$ cat src/rtl/contador_ctrl_if.sv
// Button-level inputs and count/display outputs of the counter sequencer.
interface contador_ctrl_if;
  logic        up;
  logic        down;
  logic        clr;
  logic [15:0] bcd;
  logic        step;
  logic        wrap;
  logic        dir;

  // Drives buttons, observes the count.
  modport master (
    output up, down, clr,
    input  bcd, step, wrap, dir
  );

  // The sequencer itself.
  modport slave (
    input  up, down, clr,
    output bcd, step, wrap, dir
  );
endinterface

$ cat src/rtl/contador_ctrl.sv
// Sequencing controller for a 0-9999 BCD counter: turns debounced button levels
// into single steps with hold-to-auto-repeat, and holds the 4-digit count.
module contador_ctrl #(
  parameter int unsigned HOLD_DELAY    = 50000000,
  parameter int unsigned REPEAT_PERIOD = 10000000,
  parameter int unsigned TW            = 26
) (
  input  logic           clk,
  input  logic           reset,
  contador_ctrl_if.slave bus
);

  localparam logic [1:0] StIdle   = 2'd0;
  localparam logic [1:0] StHold   = 2'd1;
  localparam logic [1:0] StRepeat = 2'd2;
  localparam logic [1:0] StLock   = 2'd3;

  localparam logic [TW-1:0] HoldLast   = TW'(HOLD_DELAY - 1);
  localparam logic [TW-1:0] RepeatLast = TW'(REPEAT_PERIOD - 1);

  logic [1:0]    r_state;
  logic [TW-1:0] r_timer;
  logic          r_up_q;
  logic          r_dn_q;
  logic [15:0]   r_bcd;
  logic          r_step;
  logic          r_wrap;
  logic          r_dir;

  logic [1:0]    w_state_d;
  logic [TW-1:0] w_timer_d;
  logic          w_do_step;
  logic          w_step_up;
  logic          w_wrap_d;
  logic          w_rise_up;
  logic          w_rise_dn;
  logic          w_active;
  logic          w_other;
  logic [15:0]   w_bcd_inc;
  logic [15:0]   w_bcd_dec;
  logic          w_carry;
  logic          w_borrow;

  assign w_rise_up = bus.up & ~r_up_q;
  assign w_rise_dn = bus.down & ~r_dn_q;
  // The button that started the current hold is the one matching the last direction.
  assign w_active  = r_dir ? bus.up : bus.down;
  assign w_other   = r_dir ? bus.down : bus.up;

  // Per-digit BCD increment and decrement with ripple carry/borrow.
  always_comb begin
    w_bcd_inc = r_bcd;
    w_bcd_dec = r_bcd;
    w_carry   = 1'b1;
    w_borrow  = 1'b1;
    for (int i = 0; i < 4; i++) begin
      if (w_carry) begin
        if (r_bcd[4*i +: 4] == 4'd9) begin
          w_bcd_inc[4*i +: 4] = 4'd0;
        end else begin
          w_bcd_inc[4*i +: 4] = r_bcd[4*i +: 4] + 4'd1;
          w_carry = 1'b0;
        end
      end
      if (w_borrow) begin
        if (r_bcd[4*i +: 4] == 4'd0) begin
          w_bcd_dec[4*i +: 4] = 4'd9;
        end else begin
          w_bcd_dec[4*i +: 4] = r_bcd[4*i +: 4] - 4'd1;
          w_borrow = 1'b0;
        end
      end
    end
  end

  // Next-state, timer and step decision; clr overrides everything.
  always_comb begin
    w_state_d = r_state;
    w_timer_d = r_timer;
    w_do_step = 1'b0;
    w_step_up = r_dir;
    if (bus.clr) begin
      w_state_d = StIdle;
      w_timer_d = '0;
    end else begin
      case (r_state)
        StIdle: begin
          if (bus.up && bus.down) begin
            w_state_d = StLock;
          end else if (w_rise_up) begin
            w_do_step = 1'b1;
            w_step_up = 1'b1;
            w_timer_d = '0;
            w_state_d = StHold;
          end else if (w_rise_dn) begin
            w_do_step = 1'b1;
            w_step_up = 1'b0;
            w_timer_d = '0;
            w_state_d = StHold;
          end
        end
        StHold, StRepeat: begin
          if (!w_active) begin
            w_state_d = StIdle;
            w_timer_d = '0;
          end else if (w_other) begin
            w_state_d = StLock;
            w_timer_d = '0;
          end else if (r_timer == ((r_state == StHold) ? HoldLast : RepeatLast)) begin
            w_do_step = 1'b1;
            w_timer_d = '0;
            w_state_d = StRepeat;
          end else begin
            w_timer_d = r_timer + 1'b1;
          end
        end
        StLock: begin
          if (!bus.up && !bus.down) w_state_d = StIdle;
        end
        default: begin
          w_state_d = StIdle;
          w_timer_d = '0;
        end
      endcase
    end
    w_wrap_d = w_do_step & (w_step_up ? (r_bcd == 16'h9999) : (r_bcd == 16'h0000));
  end

  // State, edge-detect history, count and registered output pulses.
  always_ff @(posedge clk or negedge reset) begin
    if (!reset) begin
      r_state <= StIdle;
      r_timer <= '0;
      r_up_q  <= 1'b0;
      r_dn_q  <= 1'b0;
      r_bcd   <= 16'h0000;
      r_step  <= 1'b0;
      r_wrap  <= 1'b0;
      r_dir   <= 1'b1;
    end else begin
      r_up_q  <= bus.up;
      r_dn_q  <= bus.down;
      r_state <= w_state_d;
      r_timer <= w_timer_d;
      r_step  <= w_do_step;
      r_wrap  <= w_wrap_d;
      if (w_do_step) r_dir <= w_step_up;
      if (bus.clr) begin
        r_bcd <= 16'h0000;
      end else if (w_do_step) begin
        r_bcd <= w_step_up ? w_bcd_inc : w_bcd_dec;
      end
    end
  end

  assign bus.bcd  = r_bcd;
  assign bus.step = r_step;
  assign bus.wrap = r_wrap;
  assign bus.dir  = r_dir;

endmodule

$ cat src/flat_wrapper.sv
// flat-port wrapper written by rule: the top's interface ports become plain ports
module contador_ctrl_flat 
#(
  parameter int unsigned HOLD_DELAY    = 50000000,
  parameter int unsigned REPEAT_PERIOD = 10000000,
  parameter int unsigned TW            = 26
)
  (clk, reset, bus_up, bus_down, bus_clr, bus_bcd, bus_step, bus_wrap, bus_dir);
  contador_ctrl_if bus_i ();
  input  logic clk;
  input  logic reset;
  input wire logic [$bits(bus_i.up)-1:0] bus_up;
  input wire logic [$bits(bus_i.down)-1:0] bus_down;
  input wire logic [$bits(bus_i.clr)-1:0] bus_clr;
  output wire logic [$bits(bus_i.bcd)-1:0] bus_bcd;
  output wire logic [$bits(bus_i.step)-1:0] bus_step;
  output wire logic [$bits(bus_i.wrap)-1:0] bus_wrap;
  output wire logic [$bits(bus_i.dir)-1:0] bus_dir;
  assign bus_i.up = bus_up;
  assign bus_i.down = bus_down;
  assign bus_i.clr = bus_clr;
  assign bus_bcd = bus_i.bcd;
  assign bus_step = bus_i.step;
  assign bus_wrap = bus_i.wrap;
  assign bus_dir = bus_i.dir;
  contador_ctrl #(.HOLD_DELAY(HOLD_DELAY), .REPEAT_PERIOD(REPEAT_PERIOD), .TW(TW)) u_core (.clk(clk), .reset(reset), .bus(bus_i));
endmodule
$ cat config.mk
export PLATFORM = sky130hd
export DESIGN_NAME = contador_ctrl_flat
export DESIGN_NICKNAME = d
export VERILOG_FILES = /design/src/rtl/contador_ctrl_if.sv /design/src/rtl/contador_ctrl.sv /design/src/flat_wrapper.sv
export SDC_FILE = /design/constraint.sdc
export NUM_CORES = 1
export LEC_CHECK = 0
export ABC_CLOCK_PERIOD_IN_PS = 2550
export CELL_PAD_IN_SITES_DETAIL_PLACEMENT = 1
export CELL_PAD_IN_SITES_GLOBAL_PLACEMENT = 1
export CORE_MARGIN = 2
export CORE_UTILIZATION = 41
export CTS_CLUSTER_SIZE = 20
export DETAILED_ROUTE_END_ITERATION = 10
export PLACE_DENSITY = 0.83
export SLEW_MARGIN = 30
export SYNTH_ARGS = -nofsm -noshare
export SYNTH_HDL_FRONTEND = slang
export SYNTH_SLANG_ARGS = --single-unit
$ cat constraint.sdc
create_clock -name clk -period 2.55 [get_ports clk]
set_input_delay 0.255 -clock clk [delete_from_list [all_inputs] [get_ports clk]]
set_output_delay 0.255 -clock clk [all_outputs]
set_load 0.01 [all_outputs]
* Word level (Yosys, flattened, before mapping)
Index checks and enable logic that the tools add are counted.
W data, S select, Z words.
** Word-level totals
- Flip-flop bits (word level) :: 49
- Input bits :: 5
- Output and inout bits :: 19
- Logic and storage cells :: 124
** Cells by class
- $add $sub $neg :: 9
- Equality and inequality tests :: 17
- Mux-type cells :: 61
- Bitwise logic cells :: 5
- Reduce and logical (&&, ||, !) cells :: 21
** Operator list (count)
- $mux W26 :: 8
- $mux W4 :: 14
- $pmux W26 S2 :: 1
- $mux W16 :: 3
- $add A26 B1 Y26 const B :: 1
- $eq A26 B26 Y1 :: 1
- $mux W1 :: 25
- $add A4 B1 Y4 const B :: 4
- $eq A16 B16 Y1 const B :: 1
- $eq A4 B4 Y1 const B :: 4
- $logic_not A16 Y1 :: 1
- $logic_not A4 Y1 :: 4
- $mux W2 :: 8
- $sub A4 B1 Y4 const B :: 4
- $reduce_and A3 Y1 :: 5
- $ne A3 B3 Y1 const B :: 4
- $reduce_bool A3 Y1 :: 4
- $pmux W2 S3 :: 1
- $ne A5 B2 Y1 const B :: 1
- $ne A5 B5 Y1 const B :: 1
- $eq A2 B2 Y1 const B :: 2
- $ne A4 B2 Y1 const B :: 1
- $and A1 B1 Y1 :: 3
- $ne A3 B2 Y1 const B :: 1
- 8 further kinds :: 11

* Depth between registers and ports, before layout
Gate-level depths: netlist of run 1.
- Depth after elaboration :: 10
- Depth in mapped cells :: 10
- Depth with buffers taken out :: 8

* Worst setup path after synthesis of run 1
No wires, ideal clock.
- Path kind :: reg2reg
- Start :: register u_core.r_bcd[4], in the netlist u_core.bus.bcd[4]
- End :: register u_core.r_bcd[8], in the netlist u_core.bus.bcd[8]
- Library setup time :: 0.094 ns
- Arrival :: 2.433 ns
- Data required time :: 2.456 ns
- Path slack :: 0.024 ns
- Stages on the path, launching flop included :: 9
- Path buffers :: 0
- Period minus slack after synthesis :: 2.526 ns
- Cell sequence :: dfrtp_1 > inv_1 > ha_1 > or3b_4 > or2_0 > or3_4 > a221oi_4 > o21ai_2 > a221oi_2
** Between the ends
- Cells in the longest elaborated chain, start to end :: 5
- Elaborated cells between the ends (all ways) :: 9
- Classes of those cells :: 2 x eq/ne; 4 x mux; 3 x reduce/logical
** Ends and longest elaborated chain
- from (decl) :: line contador_ctrl.sv:25 : logic [15:0] r_bcd;
- from (signal assigned) :: line contador_ctrl.sv:151 : r_bcd <= w_step_up ? w_bcd_inc : w_bcd_dec;
- $eq A4 B4 Y1 / $logic_not A4 Y1 (equally long branches) :: line contador_ctrl.sv:58, contador_ctrl.sv:66
- $mux W1 (on tied branches) :: line contador_ctrl.sv:58, contador_ctrl.sv:66
- $mux W1 (on tied branches) :: line contador_ctrl.sv:57, contador_ctrl.sv:65
- $ne A3 B3 Y1 (no source line) / $reduce_bool A3 Y1 (equally long branches)
- $reduce_and A3 Y1 (no source line) (*)
Every way passes the cells marked *; elsewhere a longest branch is shown, timed or not.
A chain may end at the register's enable or synchronous reset.

* Worst setup path in the final report of run 1
- Start :: register u_core.r_state[0]
- End :: register u_core.r_timer[22]
** Between the ends
- Cells in the longest elaborated chain, start to end :: 8
- Elaborated cells between the ends (all ways) :: 15
- Classes of those cells :: 5 x eq/ne; 6 x mux; 4 x reduce/logical
** Ends and longest elaborated chain
- from (decl) :: line contador_ctrl.sv:21 : logic [1:0] r_state;
- from (signal assigned) :: line contador_ctrl.sv:132 : r_state <= StIdle;
- from (signal assigned) :: line contador_ctrl.sv:143 : r_state <= w_state_d;
- $eq A2 B1 Y1 :: line contador_ctrl.sv:86, contador_ctrl.sv:109
- $mux W26 :: line contador_ctrl.sv:109 : end else if (r_timer == ((r_state == StHold) ? HoldLast : RepeatLast)) begin
- $eq A26 B26 Y1 :: line contador_ctrl.sv:109
- $mux W26 :: line contador_ctrl.sv:109
- $mux W26 :: line contador_ctrl.sv:106 : end else if (w_other) begin
- $mux W26 :: line contador_ctrl.sv:103 : if (!w_active) begin
- $pmux W26 S2 :: line contador_ctrl.sv:86 : case (r_state)
- $mux W26 :: line contador_ctrl.sv:82 : if (bus.clr) begin
- to (signal assigned) :: line contador_ctrl.sv:144 : r_timer <= w_timer_d;
- to (decl) :: line contador_ctrl.sv:22 : logic [TW-1:0] r_timer;
Parallel ways exist; a longest one is shown, timed or not.

==> impl_metrics.tcl, run 1 <==
set metrics [dict create \
    diodes 0 \
    nets 486 \
    vias_per_cell 6.10 \
    r2r-end "u_core.r_timer[22]$_DFFE_PN0P_" \
    cts_sinks 49 \
    setup_viol 3 \
    synth_nets 407 \
    ant_nets 0 \
    path_depth 9 \
    ys_seq_area_frac 0.359 \
    synth_seq_cells 49 \
    setup_tns_ps -110 \
    ys_types 67 \
    failed_checks "negative setup slack" \
    min_path_type "primary input to async pin" \
    rrSetupSlack_ps -70 \
    synth-compound-area-share 0.196 \
    synth_xor_area_frac 0.0615 \
    status "finished with violations" \
    leakagePower_uw 0.00190 \
    synth_simple_gate_area_frac 0.263 \
    start_util 0.420 \
    syn_inst 386 \
    drt-total-wl_um 12400 \
    async_flop_share 1.00 \
    grt_max_degree 33 \
    fp-row-count 33 \
    final.period_utilization 1.03 \
    crit_buf_inv 2 \
    synthFlopType "dfrtp_1" \
    dp.cells 551 \
    max_slew.worst_pin.slew_ps 508 \
    cp-startpoint "u_core.r_state[0]$_DFFE_PN0P_" \
    area_delta_synth_final_pct 30.1 \
    vdd_ir_drop_max_mv 0.322 \
    grt_pass1_wl_um 17400 \
    dp_hpwl_um 7450 \
    final.setup.worst_slack_ps -71.5 \
    rr_worst_depth 9 \
    synth-edff-count 0 \
    clk_pin_slew_ps 110 \
    grt_overflow_total 0 \
    max_freq_mhz 381 \
    wl_per_cell_um 21.6 \
    synth_area_leader_cell "dfrtp_1" \
    port-buffer-count 23 \
    die_area_um2 9080 \
    final_core_util 0.547 \
    track_usage 0.246 \
    critPathMaxStageDelay_ps 540 \
    worstSetupPathType "flip-flop to flip-flop" \
    hold_violations 0 \
    synth-adder-area-share 0.0586 \
    io_pins 24 \
    gp_congestion 0.834 \
    synth_area_leaders "dfrtp_1 (35%), ha_1 (5.9%), nor2_1 (5.2%), xor2_1 (4.9%), nand3_1 (3.8%)" \
    crit_path_start_kind "flip-flop" \
    numCtsBuffers 5 \
    drc 0 \
    critPathTopFamily "simple AND/OR/NAND/NOR gates" \
    p_total_uw 3290 \
    cts_root_buf "clkbuf_8" \
    crit_path_cell_trace "inv_1 > ha_4 > nor2b_1 > nor2_1 > a2111oi_2 > buf_4 > nand2_1 > xor2_1 > nor2_1" \
    drt_first_pass_iters 4 \
    drt_iter0_drc 191 \
    antenna_found_initial 0 \
    synth_top_area_share 0.352 \
    maxSlewViolCount 0 \
    ys_warn_count 0 \
    required_ps 2780 \
    worstPathMaxFanout 6 \
    die_y_um 95.3 \
    synthesis.area_um2 3420 \
    stdcell_count 571 \
    skew_ps 7.70 \
    grt_pass1_vias 3536 \
    p_per_area_nw_per_um2 739 \
    crit_path_frequent_cell "nor2_1" \
    synth_top_family_by_area "simple AND/OR/NAND/NOR gates" \
    critical_path.slowest_cell "a2111oi_2" \
    cts_tree "built" \
    clk_latency_ps 320 \
    max-slew-margin-rel 0.661 \
    max_cap_violations 0 \
    die_w_um 95.3 \
    htreeDepth 2 \
    worstPathArrival_ps 2850 \
    drive_above_1_share 0.247 \
    vias 3484 \
    rsz0062_at_grt "true" \
    core_area_um2 8130 \
    cts_buffer_depth 2 \
    synth.avg_cell_area_um2 8.85 \
    cp-end-kind "flip-flop" \
    period_needed_ps 2620 \
    synthMuxAreaShare 0.0183 \
    reg2reg_from "u_core.r_state[0]$_DFFE_PN0P_" \
]
Yosys cell counts (3+ instances only):
master,n
nand2_1,34
dfrtp_1,48
nor3_1,6
a311oi_1,4
nor3b_1,5
xor2_1,19
nand4_1,5
o211ai_1,7
o21bai_1,3
mux2i_1,4
nand3b_1,3
nor4b_1,3
and4_1,3
nor2b_1,4
clkbuf_1,13
nand3_1,26
buf_2,3
and3_1,8
a211oi_1,6
ha_1,16
a21oi_1,18
o21ai_0,19
xnor2_1,5
inv_1,15
a31oi_1,5
nor2_1,47
nor4_1,3
and2_1,3
layer usage:
metal  wire length (um)  GRT usage
met1               5350      0.315
met3                474     0.0387
met2               6180      0.408
met4                343      0.111
met5                  0          0
what timing repair did:
action                     4_1_cts  5_1_grt
resized for setup                2       27
setup endpoints to repair       12       16
hold endpoints to repair        16        0
pin swaps                        4        8
hold buffers                     1        0
setup buffers                    4        7
cell usage in the layout (no fill, tap or decap), drive strengths merged, types with 3 or more instances in the layout:
cell	instances
buf	68
dfrtp	48
nor2	47
nand2	34
nand3	26
clkdlybuf4s50	22
o21ai	21
xor2	19
a21oi	18
ha	16
inv	15
and3	9
o211ai	7
nor3	6
a211oi	6
nor3b	6
clkbuf	6
a221oi	6
nand4	5
a31oi	5
xnor2	5
mux2i	4
and4	4
nor2b	4
a311oi	4
nor4	4
nor4b	4
and2	3
or3b	3
nand3b	3
o21bai	3
power by group:
| group | leakage, uW | total, uW | internal (uW) | switching, uW |
|---|---|---|---|---|
| Clock | 0.0000554 | 602 | 296 | 306 |
| Sequential | 0.000669 | 931 | 847 | 84.3 |
| Combinational | 0.00118 | 1750 | 811 | 944 |
worst max path at each step:
| stage | slack [ps] | end |
|---|---|---|
| after floorplan | 20 | u_core.bus.bcd[8]$_DFFE_PN0P_ |
| after global placement | -6 | u_core.bus.bcd[8]$_DFFE_PN0P_ |
| after detailed placement | -120 | u_core.bus.bcd[8]$_DFFE_PN0P_ |
| after CTS | 0.9 | u_core.bus.bcd[8]$_DFFE_PN0P_ |
| after global routing | -120 | u_core.bus.bcd[12]$_DFFE_PN0P_ |
| final | -70 | u_core.r_timer[22]$_DFFE_PN0P_ |
metrics by stage:
step	hold slack [ps]	cell area (um^2)	setup WS [ps]
6_report	402	4450	-71.5
4_1_cts	413	4270	0.869
5_1_grt	452	4450	-118
2_1_floorplan	-40.6	3420	23.7
3_3_place_gp	221	4110	-5.96
3_5_place_dp	229	4110	-119
layout make-up:
class,instances,area [um^2]
Fill cell,942,3690
Multi-Input combinational cell,303,2160
Sequential cell,49,1230
Timing Repair Buffer,91,758
Tap cell,105,131
Clock buffer,6,72.6
Inverter,15,56.3
Clock inverter,2,38.8
registers in the layout, summed over array words and instances (netlist names):
register,cells
u_core.r_state,2
u_core.bus.step,1
u_core.bus.wrap,1
u_core.bus.dir,1
u_core.r_timer,26
u_core.r_up_q,1
u_core.bus.bcd,16
u_core.r_dn_q,1
logic make-up (layout without fill, tap and decap cells):
family                     Yosys count  in the layout
DFF                                 49             49
adders and majority gates           16             16
and+or+nand+nor                    168            168
xor gates and xnor gates            24             24
AOI/OAI and AO/OA                   89             89
buffers and inverters               34            114
muxes                                6              6
Note: power is estimated with default switching activity, not from simulation.
==> run 2, diff against run 1 <==
Settings changed: PLACE_DENSITY 0.83 to default, PLACE_DENSITY_LB_ADDON from default to 0.2.
==> run 2 against run 1 <==
  * Highest routed layer unchanged
  * The flow now finishes without violations
  * Global-route usage shrank 2.1 points
  * Maximum frequency grew 3.8%
  * Critical endpoint is now u_core.bus.bcd[5]$_DFFE_PN0P_
  * Clock skew grew 4.8 ps
  * Largest power group unchanged
  * Clock-buffer cell count shrank 1
  * Worst hold slack gained 62 ps
==> impl_metrics.tcl, run 2 (synthesized netlist as in run 1, its figures left out) <==
set metrics [dict create \
    rrSetupSlack_ps 20 \
    area_delta_synth_final_pct 28.5 \
    final.period_utilization 0.991 \
    rsz0062_at_grt "true" \
    mostFrequentLayoutCells "buf_4 (63), nor2_1 (47), dfrtp_1 (47), nand2_1 (34), nand3_1 (26)" \
    setup_tns_ps 0 \
    cts_buffer_depth 2 \
    track_usage 0.225 \
    vias_per_cell 5.63 \
    die_y_um 95.3 \
    cp-end-kind "flip-flop" \
    clk_pin_slew_ps 110 \
    hold_violations 0 \
    grt_pass1_wl_um 16000 \
    dpl_cell_area_um2 4100 \
    final.setup.worst_slack_ps 23.9 \
    diodes 0 \
    grt_max_degree 28 \
    p_total_uw 3130 \
    core_area_um2 8130 \
    die_w_um 95.3 \
    clk_latency_ps 320 \
    dp_hpwl_um 7060 \
    vdd_ir_drop_max_mv 0.334 \
    fp-row-count 33 \
    max_freq_mhz 396 \
    gp_congestion 0.888 \
    fillers 970 \
    drc 0 \
    multi_input_area_um2 2100 \
    nets 485 \
    ant_nets 0 \
    cts_tree "built" \
    min_path_type "primary input to async pin" \
    drive_above_1_share 0.243 \
    leakagePower_uw 0.00190 \
    max-slew-margin-rel 0.604 \
    worstSetupPathType "flip-flop to flip-flop" \
    cts_sinks 49 \
    drt_iter0_drc 132 \
    die_area_um2 9080 \
    port-buffer-count 23 \
    regArea_um2 1230 \
    stdcell_count 570 \
    largest_register_ffs 26 \
    setup_viol 0 \
    worstPathMaxFanout 5 \
    postLayoutCellArea_um2 4390 \
    final_common_cell "buf_4" \
    registers.top_by_ff_count "u_core.r_timer" \
    maxSlewViolCount 0 \
    cts_root_buf "clkbuf_8" \
    antenna_found_initial 0 \
    drt_first_pass_iters 4 \
    period_needed_ps 2530 \
    vias 3207 \
    dp.cells 548 \
    io_pins 24 \
    required_ps 2750 \
    htreeDepth 2 \
    crit_path_start_kind "flip-flop" \
    reg2reg_from "u_core.r_state[0]$_DFFE_PN0P_" \
    worstPathArrival_ps 2730 \
    grt_pass1_vias 3132 \
    p_per_area_nw_per_um2 713 \
    start_util 0.420 \
    rr_worst_depth 8 \
    post-place-ws_ps -190 \
    drt-total-wl_um 10000 \
    wl_per_cell_um 17.5 \
    status "finished, final reports clean" \
    r2r-end "u_core.bus.bcd[5]$_DFFE_PN0P_" \
    grt_overflow_total 0 \
    max_cap_violations 0 \
    skew_ps 12.5 \
    max_slew.worst_pin.slew_ps 594 \
    numCtsBuffers 5 \
]
==> run 2: cell count changes in the layout (fill, tap and decap cells not counted), sizes merged <==
cell	delta
buf	-1
clkbuf	-1
inv	+1
==> run 2: power breakdown <==
group          switching, uW  leakage, uW  internal, uW
clock                    306    0.0000585           295
sequential              71.4     0.000669           846
combinational            837      0.00118           774
==> run 2: critical path, stage by stage, from the launching register on <==
cell      delay [ps]
dfrtp_2          450
ha_4             180
nor4_2           200
mux2i_2          170
or4_4            640
a221oi_4         400
buf_4            180
buf_4            110
a311oi_1          70
==> run 2: worst max path at each step <==
| stage | slack (ps) | endpoint | startpoint | cells past startpoint |
|---|---|---|---|---|
| after floorplan | 20 | u_core.bus.bcd[8]$_DFFE_PN0P_ | u_core.bus.bcd[4]$_DFFE_PN0P_ | 8 |
| after CTS | 9 | u_core.bus.bcd[7]$_DFFE_PN0P_ | u_core.r_timer[1]$_DFFE_PN0P_ | 8 |
| after global routing | -70 | u_core.bus.bcd[8]$_DFFE_PN0P_ | u_core.r_state[0]$_DFFE_PN0P_ | 8 |
| after detailed placement | -190 | u_core.bus.bcd[8]$_DFFE_PN0P_ | bus_up | 7 |
| final | 20 | u_core.bus.bcd[5]$_DFFE_PN0P_ | u_core.r_state[0]$_DFFE_PN0P_ | 8 |
| after global placement | -130 | u_core.bus.bcd[10]$_DFFE_PN0P_ | bus_up | 7 |
==> run 2: cell type report <==
| type | instances | area share |
|---|---|---|
| multi-input combinational | 303 | 0.479 |
| sequential | 49 | 0.280 |
| clock buffer | 5 | 0.0157 |
| tap | 105 | 0.0299 |
| inverter | 15 | 0.0128 |
| clock inverter | 3 | 0.00997 |
| timing repair buffer | 90 | 0.173 |
==> run 2: repair_timing <==
| item | CTS | global route |
|---|---|---|
| gates resized for setup | 3 | 19 |
| endpoints found under the setup margin | 7 | 16 |
| pin swaps | 3 | 10 |
| hold buffers | 1 | 0 |
| buffers inserted | 4 | 9 |
| endpoints found under the hold margin | 21 | 0 |
==> run 2: layer usage <==
layer,global-route usage,share of wire,vias up
met3,0.0292,0.028,12
met5,0,0,-
met4,0.0604,0.012,0
met1,0.332,0.50,1600
met2,0.344,0.46,45
li1,-,-,1550
==> run 2: through the flow <==
stage | hold WS (ps) | util
after detailed placement | 291 | 0.505
after global placement | 287 | 0.505
final | 464 | 0.540
after CTS | 484 | 0.524
after global routing | 530 | 0.540
after floorplan | -40.6 | -
==> RTL edit (settings of run 1) <==
`TW` is set to 26 in 2 places; all go to 52.
--- a/src/rtl/contador_ctrl.sv
+++ b/src/rtl/contador_ctrl.sv
@@ -3,7 +3,7 @@
 module contador_ctrl #(
   parameter int unsigned HOLD_DELAY    = 50000000,
   parameter int unsigned REPEAT_PERIOD = 10000000,
-  parameter int unsigned TW            = 26
+  parameter int unsigned TW            = 52
 ) (
   input  logic           clk,
   input  logic           reset,
--- a/src/flat_wrapper.sv
+++ b/src/flat_wrapper.sv
@@ -3,7 +3,7 @@
 #(
   parameter int unsigned HOLD_DELAY    = 50000000,
   parameter int unsigned REPEAT_PERIOD = 10000000,
-  parameter int unsigned TW            = 26
+  parameter int unsigned TW            = 52
 )
   (clk, reset, bus_up, bus_down, bus_clr, bus_bcd, bus_step, bus_wrap, bus_dir);
   contador_ctrl_if bus_i ();
Formal check against the unedited RTL: no difference found for any inputs over 10 cycles, from zero or initial values and one cycle with reset low; that may be too few to reach the edited logic, so the function may still have changed.
==> RTL edit against run 1 <==
- the flow still finishes with violations (negative setup slack)
- largest cell class unchanged
- final area increased by 36%
- first-iteration DRC count rose by 51%
- power grew 32%
- area after synthesis grew 41%
- wire length increased by 28%
- count of clock-buffer cells in the layout increased by 6
- critical endpoint is now u_core.bus.bcd[15]
- sequential cell count increased by 26
- via count up 34%
- setup slack got worse by 0.0084 ns
- synthesized cell count rose by 40%
- die area grew 39%
- critical path type unchanged
==> RTL edit: results (changes against run 1) <==
The final worst slack was -0.0799 ns (was -0.0715 ns). The post-synthesis sequential area ratio came out at 39.0% (was 35.9%). The largest driver fanout on the critical path is 4 (was 6). Violations in the final reports: negative setup slack (unchanged). The per-cell routed wire length came out at 20.9 um (was 21.6 um). The maximum number of pins on one net before global-route repair is 76 (was 33). The relative slew slack is 52.4% (was 66.1%). The combinational cell power is 1.65 mW (was 1.75 mW). The HPWL after detailed placement came out at 9970 um (was 7450 um).

Top area cells in the synthesized netlist: sky130_fd_sc_hd__dfrtp_1 (38%), sky130_fd_sc_hd__xor2_1 (6.4%), sky130_fd_sc_hd__nor2_1 (5.1%), sky130_fd_sc_hd__ha_1 (4.2%), sky130_fd_sc_hd__nand3_1 (3.7%) (was sky130_fd_sc_hd__dfrtp_1 (35%), sky130_fd_sc_hd__ha_1 (5.9%), sky130_fd_sc_hd__nor2_1 (5.2%), sky130_fd_sc_hd__xor2_1 (4.9%), sky130_fd_sc_hd__nand3_1 (3.8%)). The leakage power came out at 2.51 nW (was 1.90 nW). The clock buffer count from CTS came to 9 (was 5). The vias after detailed routing is 4667 (was 3484). The H-tree depth came out at 3 (was 2). The filler cell count in the final layout came out at 1311 (was 942). The worst slack at placement came out at -0.233 ns (was -0.119 ns). The cell family contributing the most delay on the critical path is compound AO/OA/AOI/OAI gates (was simple AND/OR/NAND/NOR gates). The all-layer global routing usage is 25.0% (was 24.6%). The final count of negative-setup-slack endpoints was 4 (was 3). The share of final-layout standard cells stronger than drive strength 1 came out at 18.3% (was 24.7%). The net count after synthesis is 561 (was 407).

The wire length of the first global-routing pass came to 25100 um (was 17400 um). Run status: complete, but fails checks (unchanged). The worst ir drop on vdd came to 379 uV (was 322 uV).

Synth cell count leaders: sky130_fd_sc_hd__dfrtp_1 (74), sky130_fd_sc_hd__nor2_1 (65), sky130_fd_sc_hd__nand3_1 (36), sky130_fd_sc_hd__xor2_1 (35), sky130_fd_sc_hd__nand2_1 (31) (was sky130_fd_sc_hd__dfrtp_1 (48), sky130_fd_sc_hd__nor2_1 (47), sky130_fd_sc_hd__nand2_1 (34), sky130_fd_sc_hd__nand3_1 (26)). The clock network latency to the later pin of the worst-skew pair is 0.35 ns (was 0.32 ns). The count of mapped cells out of synthesis was 540 (was 386).
RTL edit: metrics by stage:
step	cell area (um2)	utilization, %	hold slack, ns
after floorplan	4820	-	-0.0406
after global placement	5600	49.0	0.479
after detailed placement	5600	49.0	0.488
after CTS	5960	52.2	0.121
after global routing	6070	53.1	0.559
final	6070	53.1	0.506
RTL edit: logic make-up after synthesis:
family | Yosys count | share of synthesized area (%)
compound gates | 102 | 16.0
buf+inv | 48 | 4.05
mux | 6 | 1.30
flops | 75 | 39.0
fa+ha+maj | 16 | 4.16
simple gates | 246 | 27.0
xor+xnor | 47 | 8.55
RTL edit: routing by layer:
layer  part of all wire [%]  GRT usage (%)
met1                     41           30.8
met4                    3.4           10.7
met2                     50           42.7
met5                      0              0
met3                    5.3           5.24
RTL edit: cell type report:
type                    count  area (um2)  share of cell area (%)
flip-flops and latches     75        1880                    31.0
well taps                 143         179                    2.95
multi-input cells         417        2840                    46.8
inverters                  22        82.6                    1.36
clock buffers              12         256                    4.23
clock inverters             3        46.3                   0.763
repair buffers             88         785                    12.9
RTL edit: worst paths after layout:
path / end / startpoint
worst min register to register: u_core.r_timer[6] / u_core.r_timer[6]
worst max register to register: u_core.bus.bcd[15] / u_core.r_state[0]
worst min-delay path: u_core.bus.bcd[3] / reset
min in group clk: u_core.r_timer[6] / u_core.r_timer[6]
worst max-delay path: u_core.bus.bcd[15] / u_core.r_state[0]
max in group asynchronous: u_core.r_timer[34] / reset
RTL edit: timing repair:
action / 4_1_cts / 5_1_grt
setup endpoints to repair: 14 / 58
hold endpoints to repair: 0 / 1
cloned: 0 / 1
pin swaps: 1 / 7
hold buffers: 0 / 1
gates resized for setup: 12 / 19
setup buffers: 0 / 3
